**src/rtl/store_mailbox.sv**
```systemverilog
// Memory-mapped pass/fail mailbox beside the RV32I data memory: TOHOST/STATUS/CYCLE window,
// run cycle counter with timeout, and a FIFO log of ordinary data stores.
module store_mailbox #(
  parameter logic [31:0] BASE_ADDR      = 32'd100,
  parameter logic [31:0] PASS_VALUE     = 32'd25,
  parameter int          TIMEOUT_CYCLES = 1000,
  parameter int          LOG_DEPTH      = 4
) (
  input  logic        clk,
  input  logic        rst,
  input  logic        mem_write,
  input  logic        mem_read,
  input  logic [31:0] addr,
  input  logic [31:0] write_data,
  input  logic [3:0]  byte_en,
  output logic [31:0] read_data,
  output logic        hit,
  output logic        done,
  output logic        pass,
  output logic        fail,
  output logic [31:0] result,
  output logic [31:0] cycle_count,
  input  logic        log_pop,
  output logic        log_valid,
  output logic [31:0] log_addr,
  output logic [31:0] log_data,
  output logic        log_overflow
);

  localparam logic [29:0] TOHOST_W     = BASE_ADDR[31:2];
  localparam logic [29:0] STATUS_W     = TOHOST_W + 30'd1;
  localparam logic [29:0] CYCLE_W      = TOHOST_W + 30'd2;
  localparam logic [31:0] TIMEOUT_LAST = 32'(TIMEOUT_CYCLES - 1);
  localparam int          PW           = $clog2(LOG_DEPTH);
  localparam int          CW           = $clog2(LOG_DEPTH + 1);

  typedef enum logic [1:0] {ST_RUN, ST_PASS, ST_FAIL} state_t;

  state_t        state_q, state_d;
  logic [31:0]   result_q, result_d;
  logic [31:0]   cycle_q;
  logic          is_tohost, is_status, is_cycle, tohost_sw, timeout, in_run;

  assign is_tohost = (addr[31:2] == TOHOST_W);
  assign is_status = (addr[31:2] == STATUS_W);
  assign is_cycle  = (addr[31:2] == CYCLE_W);
  assign hit       = is_tohost | is_status | is_cycle;
  assign tohost_sw = mem_write & is_tohost & (byte_en == 4'hF);
  assign timeout   = (cycle_q == TIMEOUT_LAST);
  assign in_run    = (state_q == ST_RUN);

  // FSM: state register
  always_ff @(posedge clk) begin
    if (rst) begin
      state_q  <= ST_RUN;
      result_q <= '0;
    end else begin
      state_q  <= state_d;
      result_q <= result_d;
    end
  end

  // FSM: next state; a full-word TOHOST store takes priority over the timeout
  always_comb begin
    state_d  = state_q;
    result_d = result_q;
    if (state_q == ST_RUN) begin
      if (tohost_sw) begin
        state_d  = (write_data == PASS_VALUE) ? ST_PASS : ST_FAIL;
        result_d = write_data;
      end else if (timeout) begin
        state_d  = ST_FAIL;
        result_d = 32'hFFFF_FFFF;
      end
    end
  end

  // FSM: outputs
  always_comb begin
    done = 1'b0;
    pass = 1'b0;
    fail = 1'b0;
    case (state_q)
      ST_PASS: begin done = 1'b1; pass = 1'b1; end
      ST_FAIL: begin done = 1'b1; fail = 1'b1; end
      default: ;
    endcase
  end

  assign result      = result_q;
  assign cycle_count = cycle_q;

  always_ff @(posedge clk) begin
    if (rst)                               cycle_q <= '0;
    else if (in_run && (cycle_q != '1))    cycle_q <= cycle_q + 32'd1;
  end

  // Store log
  logic [63:0]   log_mem [LOG_DEPTH];
  logic [PW-1:0] wr_ptr, rd_ptr;
  logic [CW-1:0] log_cnt;
  logic          log_ovf_q, push, do_push, do_pop, full, empty;

  assign full    = (log_cnt == CW'(LOG_DEPTH));
  assign empty   = (log_cnt == '0);
  assign push    = in_run & mem_write & ~is_status & ~is_cycle & ~tohost_sw;
  assign do_pop  = log_pop & ~empty;
  assign do_push = push & (~full | do_pop);

  always_ff @(posedge clk) begin
    if (rst) begin
      wr_ptr    <= '0;
      rd_ptr    <= '0;
      log_cnt   <= '0;
      log_ovf_q <= 1'b0;
    end else begin
      if (do_push) wr_ptr <= wr_ptr + PW'(1);
      if (do_pop)  rd_ptr <= rd_ptr + PW'(1);
      case ({do_push, do_pop})
        2'b10:   log_cnt <= log_cnt + CW'(1);
        2'b01:   log_cnt <= log_cnt - CW'(1);
        default: log_cnt <= log_cnt;
      endcase
      if (push && full && !do_pop) log_ovf_q <= 1'b1;
    end
  end

  always_ff @(posedge clk) begin
    if (!rst && do_push) log_mem[wr_ptr] <= {addr, write_data};
  end

  assign log_valid    = ~empty;
  assign log_addr     = log_mem[rd_ptr][63:32];
  assign log_data     = log_mem[rd_ptr][31:0];
  assign log_overflow = log_ovf_q;

  logic [31:0] cnt_ext;
  assign cnt_ext = 32'(log_cnt);

  always_comb begin
    read_data = '0;
    if (mem_read) begin
      if (is_tohost)      read_data = result_q;
      else if (is_status) read_data = {24'b0, log_ovf_q, cnt_ext[2:0], 1'b0, fail, pass, done};
      else if (is_cycle)  read_data = cycle_q;
    end
  end

  logic unused_ok;
  assign unused_ok = &{1'b0, addr[1:0], cnt_ext[31:3]};

endmodule

```
**config.mk**
```make
export PLATFORM = sky130hd
export DESIGN_NAME = store_mailbox
export DESIGN_NICKNAME = d
export VERILOG_FILES = /design/src/rtl/store_mailbox.sv
export SDC_FILE = /design/constraint.sdc
export NUM_CORES = 1
export LEC_CHECK = 0
export CORE_ASPECT_RATIO = 0.7
export CORE_MARGIN = 1.5
export CORE_UTILIZATION = 53
export CTS_CLUSTER_SIZE = 30
export DETAILED_ROUTE_END_ITERATION = 10
export PLACE_DENSITY_LB_ADDON = 0.15
export SLEW_MARGIN = 20
export SYNTH_ARGS = -nofsm -noshare
export SYNTH_HDL_FRONTEND = slang
export SYNTH_SLANG_ARGS = --single-unit
```
**constraint.sdc**
```tcl
create_clock -name clk -period 4.8 [get_ports clk]
set_input_delay 0.72 -clock clk [delete_from_list [all_inputs] [get_ports clk]]
set_output_delay 0.72 -clock clk [all_outputs]
set_load 0.01 [all_outputs]
```
* After elaboration in Yosys (flattened, before gate mapping)
Memories as Yosys holds them, arrays and structs flattened. A register that Yosys moved wholly into a read port is not among the register bits. Index checks and enable logic that the tools add are counted.
Cells by class: $add $sub $neg 5, eq/ne operators 12, mux-type cells 17, bitwise logic cells 16, reduce and logical (&&, ||, !) cells 12
Operator list (number):
- $mux 32 | 6
- $eq 30x5->1 const B | 3
- $add 32x1->32 const B | 1
- $eq 32x10->1 const B | 1
- $eq 32x5->1 const B | 1
- $ne 32x32->1 const B | 1
- $mux 2 | 5
- $and 1x1->1 | 8
- $pmux 3 s2 | 1
- $mux 1 | 5
- $not 1->1 | 5
- $add 2x1->2 const B | 2
- $eq 2x1->1 const B | 2
- $eq 2x2->1 const B | 2
- $eq 4x4->1 const B | 1
- $logic_and 1x1->1 | 4
- $reduce_bool 2->1 | 2
- $add 3x1->3 const B | 1
- $eq 3x3->1 const B | 1
- $logic_not 3->1 | 1
- $or 1x1->1 | 3
- $sub 3x1->3 const B | 1
- $logic_not 1->1 | 2
- $logic_not 2->1 | 1
- 2 further kinds | 2
Storage, ports and cells: register bits 74, RAM bits 256, input port bits 73, memories 1
Memory list:
- log_mem | words 4, bits a word 64, read ports 1, clocked after memory_dff 1, wr ports 1, line 99 | logic [63:0] log_mem [LOG_DEPTH];

* Longest topological paths before layout
Gate-level depths: netlist of the first run.
depth in word-level cells 9, mapped depth 9, gate-level depth less buffers 9

* Worst setup path before layout of the first run
Ideal clock, no wire load.
path type input-to-reg, start point in byte_en[2], end point mem log_mem[0][0], enable pin, library setup time 429 ps, arrival 3108 ps, required time 4371 ps, setup slack 1264 ps, cell stages on the path 5, buffers on the path 0, cell sequence and4_1 a21oi_1 o311ai_0 nor3_1 and2_1
On the way: word-level cells in the longest chain between the ends 8
RTL lines:
- start: declaration | line 15 | input logic [3:0] byte_en,
- $eq 4x4->1 | line 48 | assign tohost_sw = mem_write & is_tohost & (byte_en == 4'hF);
- $and 1x1->1 | line 48
- $not 1->1 | line 106 | assign push = in_run & mem_write & ~is_status & ~is_cycle & ~tohost_sw;
- $and 1x1->1 | line 106
- $and 1x1->1 | line 108 | assign do_push = push & (~full | do_pop);
- $logic_and 1x1->1 | line 129 | if (!rst && do_push) log_mem[wr_ptr] <= {addr, write_data};
- $mux 1 | line 129
- $mux 1 (not written as such) | line 129
- end: declaration | line 99
No other way between the ends.

* Final worst setup path of the first run
start point in addr[28], end point out read_data[1]
On the way: word-level cells in the longest chain between the ends 5, elaborated cells between the ends (all ways) 7, classes of those cells 3 x eq/ne; 4 x mux
RTL lines:
- start: declaration | line 13 | input logic [31:0] addr,
- $eq 30x5->1 | line 46 | assign is_cycle = (addr[31:2] == CYCLE_W);
- $mux 32 | line 145 | else if (is_cycle) read_data = cycle_q;
- $mux 32 | line 144 | else if (is_status) read_data = {24'b0, log_ovf_q, cnt_ext[2:0], 1'b0, fail, pass, done};
- $mux 32 * | line 143 | if (is_tohost) read_data = result_q;
- $mux 32 * | line 142 | if (mem_read) begin
- end: declaration | line 16 | output logic [31:0] read_data,
Every way passes the cells marked *; elsewhere a longest branch is shown, timed or not.

==> impl_metrics.tcl, run 1 <==
set metrics [dict create \
    outcome "complete, no violations" \
    synth_area_mm2 0.01331 \
    critPathKind "input port to output port" \
    start_util_pct 54.04 \
    h-tree-depth 1 \
    core-area_mm2 0.02462 \
    synth_top_area_cell "edfxtp_1" \
    gr-max-usage-layer "met1" \
    critical_path.slowest_cell "clkdlybuf4s50_1" \
    slew_headroom_pct 33.24 \
    portBuffers 238 \
    synth_top_area_share_pct 57.77 \
    dp_hpwl_mm 20.51 \
    path_cells "clkdlybuf4s50_1 -> nor4_1 -> nand3_1 -> nor2_1 -> nand2_1 -> nor4_1 -> clkdlybuf4s50_1" \
    timing.final.crit_period_ps 4378 \
    yosys_warnings 0 \
    vias_per_cell 6.025 \
    die_h_um 135.6 \
    grt_max_degree 65 \
    synthFlopType "edfxtp_1" \
    firstDrtPassIters 6 \
    dieArea_mm2 0.02608 \
    hold_viol_final 0 \
    timing.setup.tns_ps 0 \
    p_per_area_mw_per_mm2 427.3 \
    cts_tree "done" \
    diodes 0 \
    rows 48 \
    cts_resized 0 \
    grtUsageMet3_pct 5.206 \
    cp_max_fo 7 \
    clock_latency_ps 540 \
    hold_start "log_overflow" \
    drtIter0Drc 750 \
    overflow 0 \
    clk_pin_slew_ps 70 \
    hold_depth 2 \
    antenna_left 0 \
    synth_edf_count 256 \
    grt_pass1_vias 8072 \
    vias 8369 \
    grt_pass1_wl_mm 47.78 \
    netlist_instances 814 \
    finalNetCount 1122 \
    hp-class "flop to flop" \
    place_congestion 0.9036 \
    post_cts_buffers 0 \
    synth-seq-area-share_pct 69.21 \
    slew_viol_final 0 \
    cp_slowest_stage_delay_ps 600 \
    worstReg2RegStart "state_q[0]" \
    clk_path_buf_depth 3 \
    die_w_um 192.4 \
    p_leak_nw 5.326 \
    postSynthAreaPerCell_um2 16.35 \
    maxCapViolations 0 \
    setup_violations 0 \
    post_route_cells_drive_above_1_share_pct 16.26 \
    fmax_ghz 0.2284 \
    cp_data_arrival_time_ps 3660 \
    holdBufCountCts 0 \
    ios 239 \
    met2_usage_pct 36.05 \
    post-route-period-util_pct 91.22 \
    synth_cell_types 49 \
    ys_ff_latch 332 \
    grt_use_total_pct 24.24 \
    clock_sink_count 332 \
    dp.cells 1333 \
    syn_nets 896 \
    use_met1_pct 36.91 \
    synthTopCellsByArea "edfxtp_1 (58%), dfxtp_1 (11%), mux4_2 (11%)" \
    synthToLayoutAreaGrowth_pct 27.91 \
    drt-wirelength-per-cell_um 22.85 \
    stdcell_count 1389 \
    setup.worst_path.end_class "output port" \
    ir_worst_vdd_mv 0.3665 \
    crit_required_ps 4080 \
    rsz0062_at_grt "false" \
    antenna_found_initial 0 \
    r2r_cells 6 \
    synthArstFlopShare_pct 0 \
    start_kind "input port" \
    wirelength_mm 31.73 \
    drcViolationCount 0 \
    tightest_slew_ps 1001 \
    cts-root-buf "clkbuf_16" \
    skew_ps 15.16 \
    numCtsBuffers 30 \
    crit_start "addr[28]" \
]
==> logic make-up after synthesis <==
| family | share of synthesized area [%] |
|---|---|
| flops | 69.21 |
| fa+ha+maj | 0.9027 |
| xor+xnor | 0.9214 |
| mux | 11.32 |
| buf+inv | 1.918 |
| compound gates | 6.902 |
| simple gates | 8.829 |
==> where the power goes <==
group / leakage [nW] / internal (W) / switching, W
Clock: 0.488 / 0.00145 / 0.00101
Combinational: 1.90 / 0.000871 / 0.000554
Sequential: 2.94 / 0.00322 / 0.000177
Total: 5.33 / 0.00553 / 0.00174
==> synthesized netlist by cell type, types with 3 or more instances <==
master    count
and2_1        6
a31o_2        3
edfxtp_1    256
ha_1          8
buf_2         6
a21oi_1      27
nor2_1       45
a211oi_1      3
and3_1        3
a22oi_1      26
nor2b_1      28
xor2_1        4
mux4_2       64
nor3_1        7
nand3_1      17
clkbuf_1     37
nor4_1       27
or4_1         7
dfxtp_1      76
o31ai_1       5
nor4b_1       5
o21ai_0      13
nand4_1      12
xnor2_1      10
o221a_2      32
nand2_1      17
and4_1        5
mux2_2        4
inv_1        13
buf_1        10
or3_1        15
==> flip-flops by register name (all words and copies together), names as in the netlist, named ones only <==
signal and cells:
wr_ptr 2, result 32, log_mem 256, log_cnt 3, rd_ptr 2, log_overflow 1
state_q 2, cycle_count 32
==> final cells by class <==
| class | instances | area [um2] |
|---|---|---|
| clock buffers | 36 | 794.5 |
| clock inverters | 20 | 229.0 |
| fillers | 1689 | 7604 |
| inverters | 13 | 48.80 |
| multi-input cells | 416 | 3862 |
| flip-flops and latches | 332 | 9216 |
| well taps | 325 | 406.6 |
| repair buffers | 247 | 2462 |
==> through the flow <==
stage | util (%) | setup slack [ps] | hold WS (ps) | area (um2) | total power, W
6_report | 69.12 | 421.5 | 520.2 | 17020 | 0.007273
5_1_grt | 69.12 | 293.0 | 573.5 | 17020 | 0.007558
4_1_cts | 69.12 | 451.1 | 527.3 | 17020 | 0.007347
3_5_place_dp | 64.96 | 485.4 | 508.1 | 16000 | 0.004898
3_3_place_gp | 64.96 | 525.1 | 495.1 | 16000 | 0.004882
2_1_floorplan | - | 1264 | 481.0 | 13310 | 0.004167
==> metal layers <==
metal  part of all wire, %  vias up
li1                      -     3751
met5                     0        -
met3                   8.5       46
met1                    44     4226
met2                    46      346
met4                   1.9        0
==> critical path: cells and delay by family <==
kind                   cells  cell delay (ps)
buffers and inverters      2             1120
AND/OR/NAND/NOR            5             1800
==> cells in the final DEF (no fill, tap or decap), types with 4 or more instances in the layout <==
cell / n
edfxtp_1: 256
nand3_1: 17
o221a_2: 32
clkbuf_16: 31
xnor2_1: 10
bufinv_16: 5
or3_1: 15
nand4_1: 12
xor2_1: 4
nor3_1: 5
or4_1: 7
o31ai_1: 5
o21ai_0: 13
nor4_1: 27
clkbuf_1: 5
buf_4: 8
ha_1: 8
a22oi_1: 26
a21oi_1: 27
mux2_2: 4
and2_4: 4
clkinv_2: 4
mux4_2: 64
nand2_1: 17
nor2_1: 45
clkinv_1: 6
clkdlybuf4s50_1: 238
inv_1: 12
nor4b_1: 5
nor2b_1: 28
dfxtp_1: 74
and4_1: 5
==> path summary, 6_finish.rpt <==
| kind | slack [ps] | end |
|---|---|---|
| hold reg to reg | 520 | log_overflow |
| setup reg to reg | 1980 | log_mem[1][1] |
| hold / removal | 520 | log_overflow |
| setup / recovery | 420 | read_data[1] |
Note: power is estimated with default switching activity, not from simulation.
==> run 2: changes to the inputs <==
--- a/config.mk
+++ b/config.mk
@@ -10,6 +10,7 @@
 export CORE_UTILIZATION = 53
 export CTS_CLUSTER_SIZE = 30
 export DETAILED_ROUTE_END_ITERATION = 10
+export MAX_ROUTING_LAYER = met4
 export PLACE_DENSITY_LB_ADDON = 0.15
 export SLEW_MARGIN = 20
 export SYNTH_ARGS = -nofsm -noshare
==> run 2 against run 1 <==
Die area is the same. Wire length shrank 0.26%. Sequential share of layout area is the same. Global-route usage grew 0.72 points. Core utilization is the same. Power is essentially flat. Critical path depth is the same. Non-clock buffer count is the same. Sequential power is essentially flat. Worst hold slack gained 7.5 ps. Worst setup slack lost 26 ps.
==> impl_metrics.tcl, run 2 (same netlist as run 1, synthesis figures left out) <==
set metrics [dict create \
    core-area_mm2 0.02462 \
    worstReg2RegStart "state_q[0]" \
    vias 8360 \
    grt_max_degree 65 \
    dp_hpwl_mm 20.51 \
    firstDrtPassIters 4 \
    die_h_um 135.6 \
    hold_viol_final 0 \
    post-route-period-util_pct 91.75 \
    totalPowerFinal_w 0.007278 \
    timing.final.crit_period_ps 4404 \
    start_util_pct 54.04 \
    largest-register "log_mem" \
    tightest_slew_ps 1005 \
    grt_pass1_vias 8070 \
    setup_violations 0 \
    final_common_cell "edfxtp_1" \
    ir_worst_vdd_mv 0.3663 \
    rsz0062_at_grt "false" \
    p_leak_nw 5.326 \
    h-tree-depth 1 \
    grt_pass1_wl_mm 47.77 \
    rows 48 \
    fmax_ghz 0.2271 \
    drtIter0Drc 683 \
    cp_data_arrival_time_ps 3680 \
    portBuffers 238 \
    cp_max_fo 7 \
    clk_pin_slew_ps 60 \
    clock_sink_count 332 \
    synthToLayoutAreaGrowth_pct 27.91 \
    place_congestion 0.9191 \
    holdPathEnd "log_overflow" \
    start_kind "input port" \
    wirelength_mm 31.65 \
    drcViolationCount 0 \
    post_cts_buffers 0 \
    timing.setup.tns_ps 0 \
    dieArea_mm2 0.02608 \
    clock_latency_ps 550 \
    critPathKind "input port to output port" \
    largest_reg_flops 256 \
    cts_tree "done" \
    hold_depth 2 \
    grt_use_total_pct 24.96 \
    drt-wirelength-per-cell_um 22.79 \
    design_area_mm2 0.01702 \
    die_w_um 192.4 \
    cts-root-buf "clkbuf_16" \
    hp-class "flop to flop" \
    setup.worst_path.end_class "output port" \
    diodes 0 \
    r2r_slack_ps 1970 \
    ios 239 \
    overflow 0 \
    holdBufCountCts 0 \
    stdcell_count 1389 \
    hold_start "log_overflow" \
    finalNetCount 1122 \
    dp.cells 1333 \
    mostFrequentLayoutCells "edfxtp_1 (256), clkdlybuf4s50_1 (238), dfxtp_1 (74)" \
    r2r_cells 6 \
    post_route_cells_drive_above_1_share_pct 16.26 \
    slew_viol_final 0 \
    p_per_area_mw_per_mm2 427.6 \
    numCtsBuffers 30 \
    outcome "complete, no violations" \
    crit_required_ps 4080 \
    antenna_found_initial 0 \
    r2r-end "log_mem[2][55]" \
    slew_headroom_pct 33.01 \
    clk_path_buf_depth 3 \
    vias_per_cell 6.019 \
    place_area_mm2 0.01600 \
    maxCapViolations 0 \
    skew_ps 14.17 \
    cts_resized 0 \
    antenna_left 0 \
]
[run 2: cell counts in the layout (fill, tap and decap cells not counted)]
Identical to the previous run, type by type.
[run 2: worst max-delay path by stage]
stage,start,end,slack (ps),depth (start not counted)
floorplan,byte_en[2],log_mem[0][0],1260,5
global placement,addr[28],read_data[6],530,7
detailed placement,addr[28],read_data[5],490,7
CTS,addr[28],read_data[5],450,7
global route,addr[28],read_data[4],290,7
finish,addr[28],read_data[1],400,7
[run 2: final cells by class]
type	count	area, um2
Tap cell	325	406.6
Sequential cell	332	9216
Clock inverter	20	229.0
Clock buffer	36	794.5
Timing Repair Buffer	247	2462
Inverter	13	48.80
Fill cell	1689	7604
Multi-Input combinational cell	416	3862
[run 2: per-layer routing]
metal / vias to the layer above / global-route usage [%] / part of all wire, %
met3: 46 / 4.817 / 7.3
met1: 4254 / 36.91 / 45
met5: - / - / 0
li1: 3747 / - / -
met2: 313 / 36.25 / 46
met4: 0 / 5.426 / 1.9
[run 2: stage by stage]
stage	hold WS, ps	utilization, %	setup WS (ps)
2_1_floorplan	481.0	-	1264
3_3_place_gp	495.1	64.96	525.1
3_5_place_dp	508.1	64.96	485.4
4_1_cts	527.3	69.12	451.1
5_1_grt	573.5	69.12	293.0
6_report	527.7	69.12	396.0
[run 2: report_power, final]
part	switching [W]	internal, W	leakage (nW)
Combinational	0.000555	0.000871	1.90
Clock	0.00101	0.00145	0.488
Sequential	0.000177	0.00322	2.94
Total	0.00174	0.00553	5.33
[run 2: worst max-delay path, cell delays in order]
cell and delay, ps:
clkdlybuf4s50_1 520, nor4_1 440, nand3_1 500, nor2_1 320, nand2_1 220, nor4_1 350, clkdlybuf4s50_1 590
==> run 3: changes to the inputs <==
--- a/config.mk
+++ b/config.mk
@@ -6,7 +6,6 @@
 export NUM_CORES = 1
 export LEC_CHECK = 0
 export CORE_ASPECT_RATIO = 0.7
-export CORE_MARGIN = 1.5
 export CORE_UTILIZATION = 53
 export CTS_CLUSTER_SIZE = 30
 export DETAILED_ROUTE_END_ITERATION = 10
==> run 3 against run 2 <==
Clock skew up 5.6 ps. Combinational power about the same. Clock power up 5%. Worst hold slack better by 9.0 ps. Worst setup slack better by 50 ps. Wire length down 0.15%. Sequential power about the same. Non-clock buffer count up 2.
==> impl_metrics.tcl, run 3 (same netlist as run 1, synthesis figures left out) <==
set metrics [dict create \
    slew_viol_final 0 \
    ir_worst_vdd_mv 0.2792 \
    antenna_found_initial 1 \
    critical_path.slowest_cell "clkdlybuf4s50_1" \
    timing.final.crit_period_ps 4354 \
    overflow 0 \
    post_route_cells_drive_above_1_share_pct 16.79 \
    hold_depth 2 \
    r2r_cells 6 \
    dp.cells 1335 \
    clk_pin_slew_ps 60 \
    cp_max_fo 7 \
    cp_slowest_stage_delay_ps 590 \
    dp_hpwl_mm 20.54 \
    clock_latency_ps 550 \
    grt_pass1_wl_mm 47.98 \
    totalPowerFinal_w 0.007399 \
    skew_ps 19.80 \
    synthToLayoutAreaGrowth_pct 28.46 \
    use_met1_pct 39.10 \
    timing.setup.tns_ps 0 \
    drt-wirelength-per-cell_um 22.70 \
    cts_resized 0 \
    core-area_mm2 0.02462 \
    setup.worst_path.end_class "output port" \
    tightest_slew_ps 1012 \
    path_delay_family "simple AND/OR/NAND/NOR gates" \
    cts_tree "done" \
    rsz0062_at_grt "false" \
    stdcell_count 1392 \
    start_util_pct 54.04 \
    path_cells "clkdlybuf4s50_1 -> nor4_1 -> nand3_1 -> nor2_1 -> nand2_1 -> nor4_1 -> clkdlybuf4s50_1" \
    outcome "complete, no violations" \
    place_congestion 0.8886 \
    wirelength_mm 31.61 \
    grt_use_total_pct 25.29 \
    p_leak_nw 5.384 \
    drcViolationCount 0 \
    die_h_um 134.6 \
    post_cts_buffers 0 \
    grtUsageMet3_pct 4.470 \
    holdBufCountCts 0 \
    post-route-period-util_pct 90.71 \
    hp-class "flop to flop" \
    maxCapViolations 0 \
    critPathKind "input port to output port" \
    antenna_left 0 \
    numCtsBuffers 30 \
    dieArea_mm2 0.02575 \
    fmax_ghz 0.2297 \
    place_area_mm2 0.01600 \
    gr-max-usage-layer "met1" \
    cp_data_arrival_time_ps 3630 \
    largest_reg_flops 256 \
    start_kind "input port" \
    ios 239 \
    slew_headroom_pct 32.52 \
    grt_max_degree 65 \
    clock_sink_count 332 \
    firstDrtPassIters 5 \
    die_w_um 191.4 \
    clk_path_buf_depth 3 \
    whs_ps 536.7 \
    final_common_cell "edfxtp_1" \
    drtIter0Drc 733 \
    grt_pass1_vias 7880 \
    cp.buffers_inverters 2 \
    finalNetCount 1124 \
    cts-root-buf "clkbuf_16" \
    h-tree-depth 1 \
    crit_required_ps 4080 \
    portBuffers 238 \
    setup_violations 0 \
    design_area_mm2 0.01709 \
    cp_num_cells 7 \
    rows 48 \
    vias_per_cell 6.016 \
    met2_usage_pct 35.89 \
    hold_viol_final 0 \
    mostFrequentLayoutCells "edfxtp_1 (256), clkdlybuf4s50_1 (238), dfxtp_1 (74)" \
    largest-register "log_mem" \
    p_per_area_mw_per_mm2 432.8 \
    vias 8374 \
]
-- run 3: cell count changes in the layout (fill, tap and decap cells not counted), sizes merged --
cell      change
clkinvlp      -3
buf           +2
clkinv        -2
clkbuf        +5
diode         +1
-- run 3: area by class of cell --
class | count | area, um2
Antenna cell | 1 | 2.502
Clock buffer | 41 | 885.9
Clock inverter | 15 | 206.4
Fill cell | 1692 | 7530
Inverter | 13 | 48.80
Multi-Input combinational cell | 416 | 3862
Sequential cell | 332 | 9216
Tap cell | 325 | 406.6
Timing Repair Buffer | 249 | 2465
-- run 3: final timing paths --
kind	from	to	slack, ps
hold / removal	log_overflow	log_overflow	540
hold reg to reg	log_overflow	log_overflow	540
setup reg to reg	state_q[0]	log_mem[0][15]	1970
setup / recovery	addr[21]	read_data[5]	450
-- run 3: power breakdown --
group          switching, W  total, W  internal (W)
clock network       0.00102   0.00258       0.00156
registers          0.000168   0.00338       0.00322
logic              0.000566   0.00143      0.000864
-- run 3: routing by layer --
layer,share of wire [%],vias to the layer above
met3,7.0,25
met1,47,4264
met2,46,328
met5,0,-
met4,0.83,0
li1,-,3757
-- run 3: worst register-to-register path, delay by kind of cell (launching register included) --
kind,cells,cell delay (ps)
flops,1,350
simple gates,2,1230
fa+ha+maj,1,300
compound gates,1,180
buf+inv,2,270
-- run 3: stage by stage --
step / worst slack (ps) / utilization, %
3_3_place_gp: 526.5 / 64.97
6_report: 445.9 / 69.42
3_5_place_dp: 418.8 / 64.97
2_1_floorplan: 1264 / -
4_1_cts: 408.3 / 69.41
5_1_grt: 256.6 / 69.42
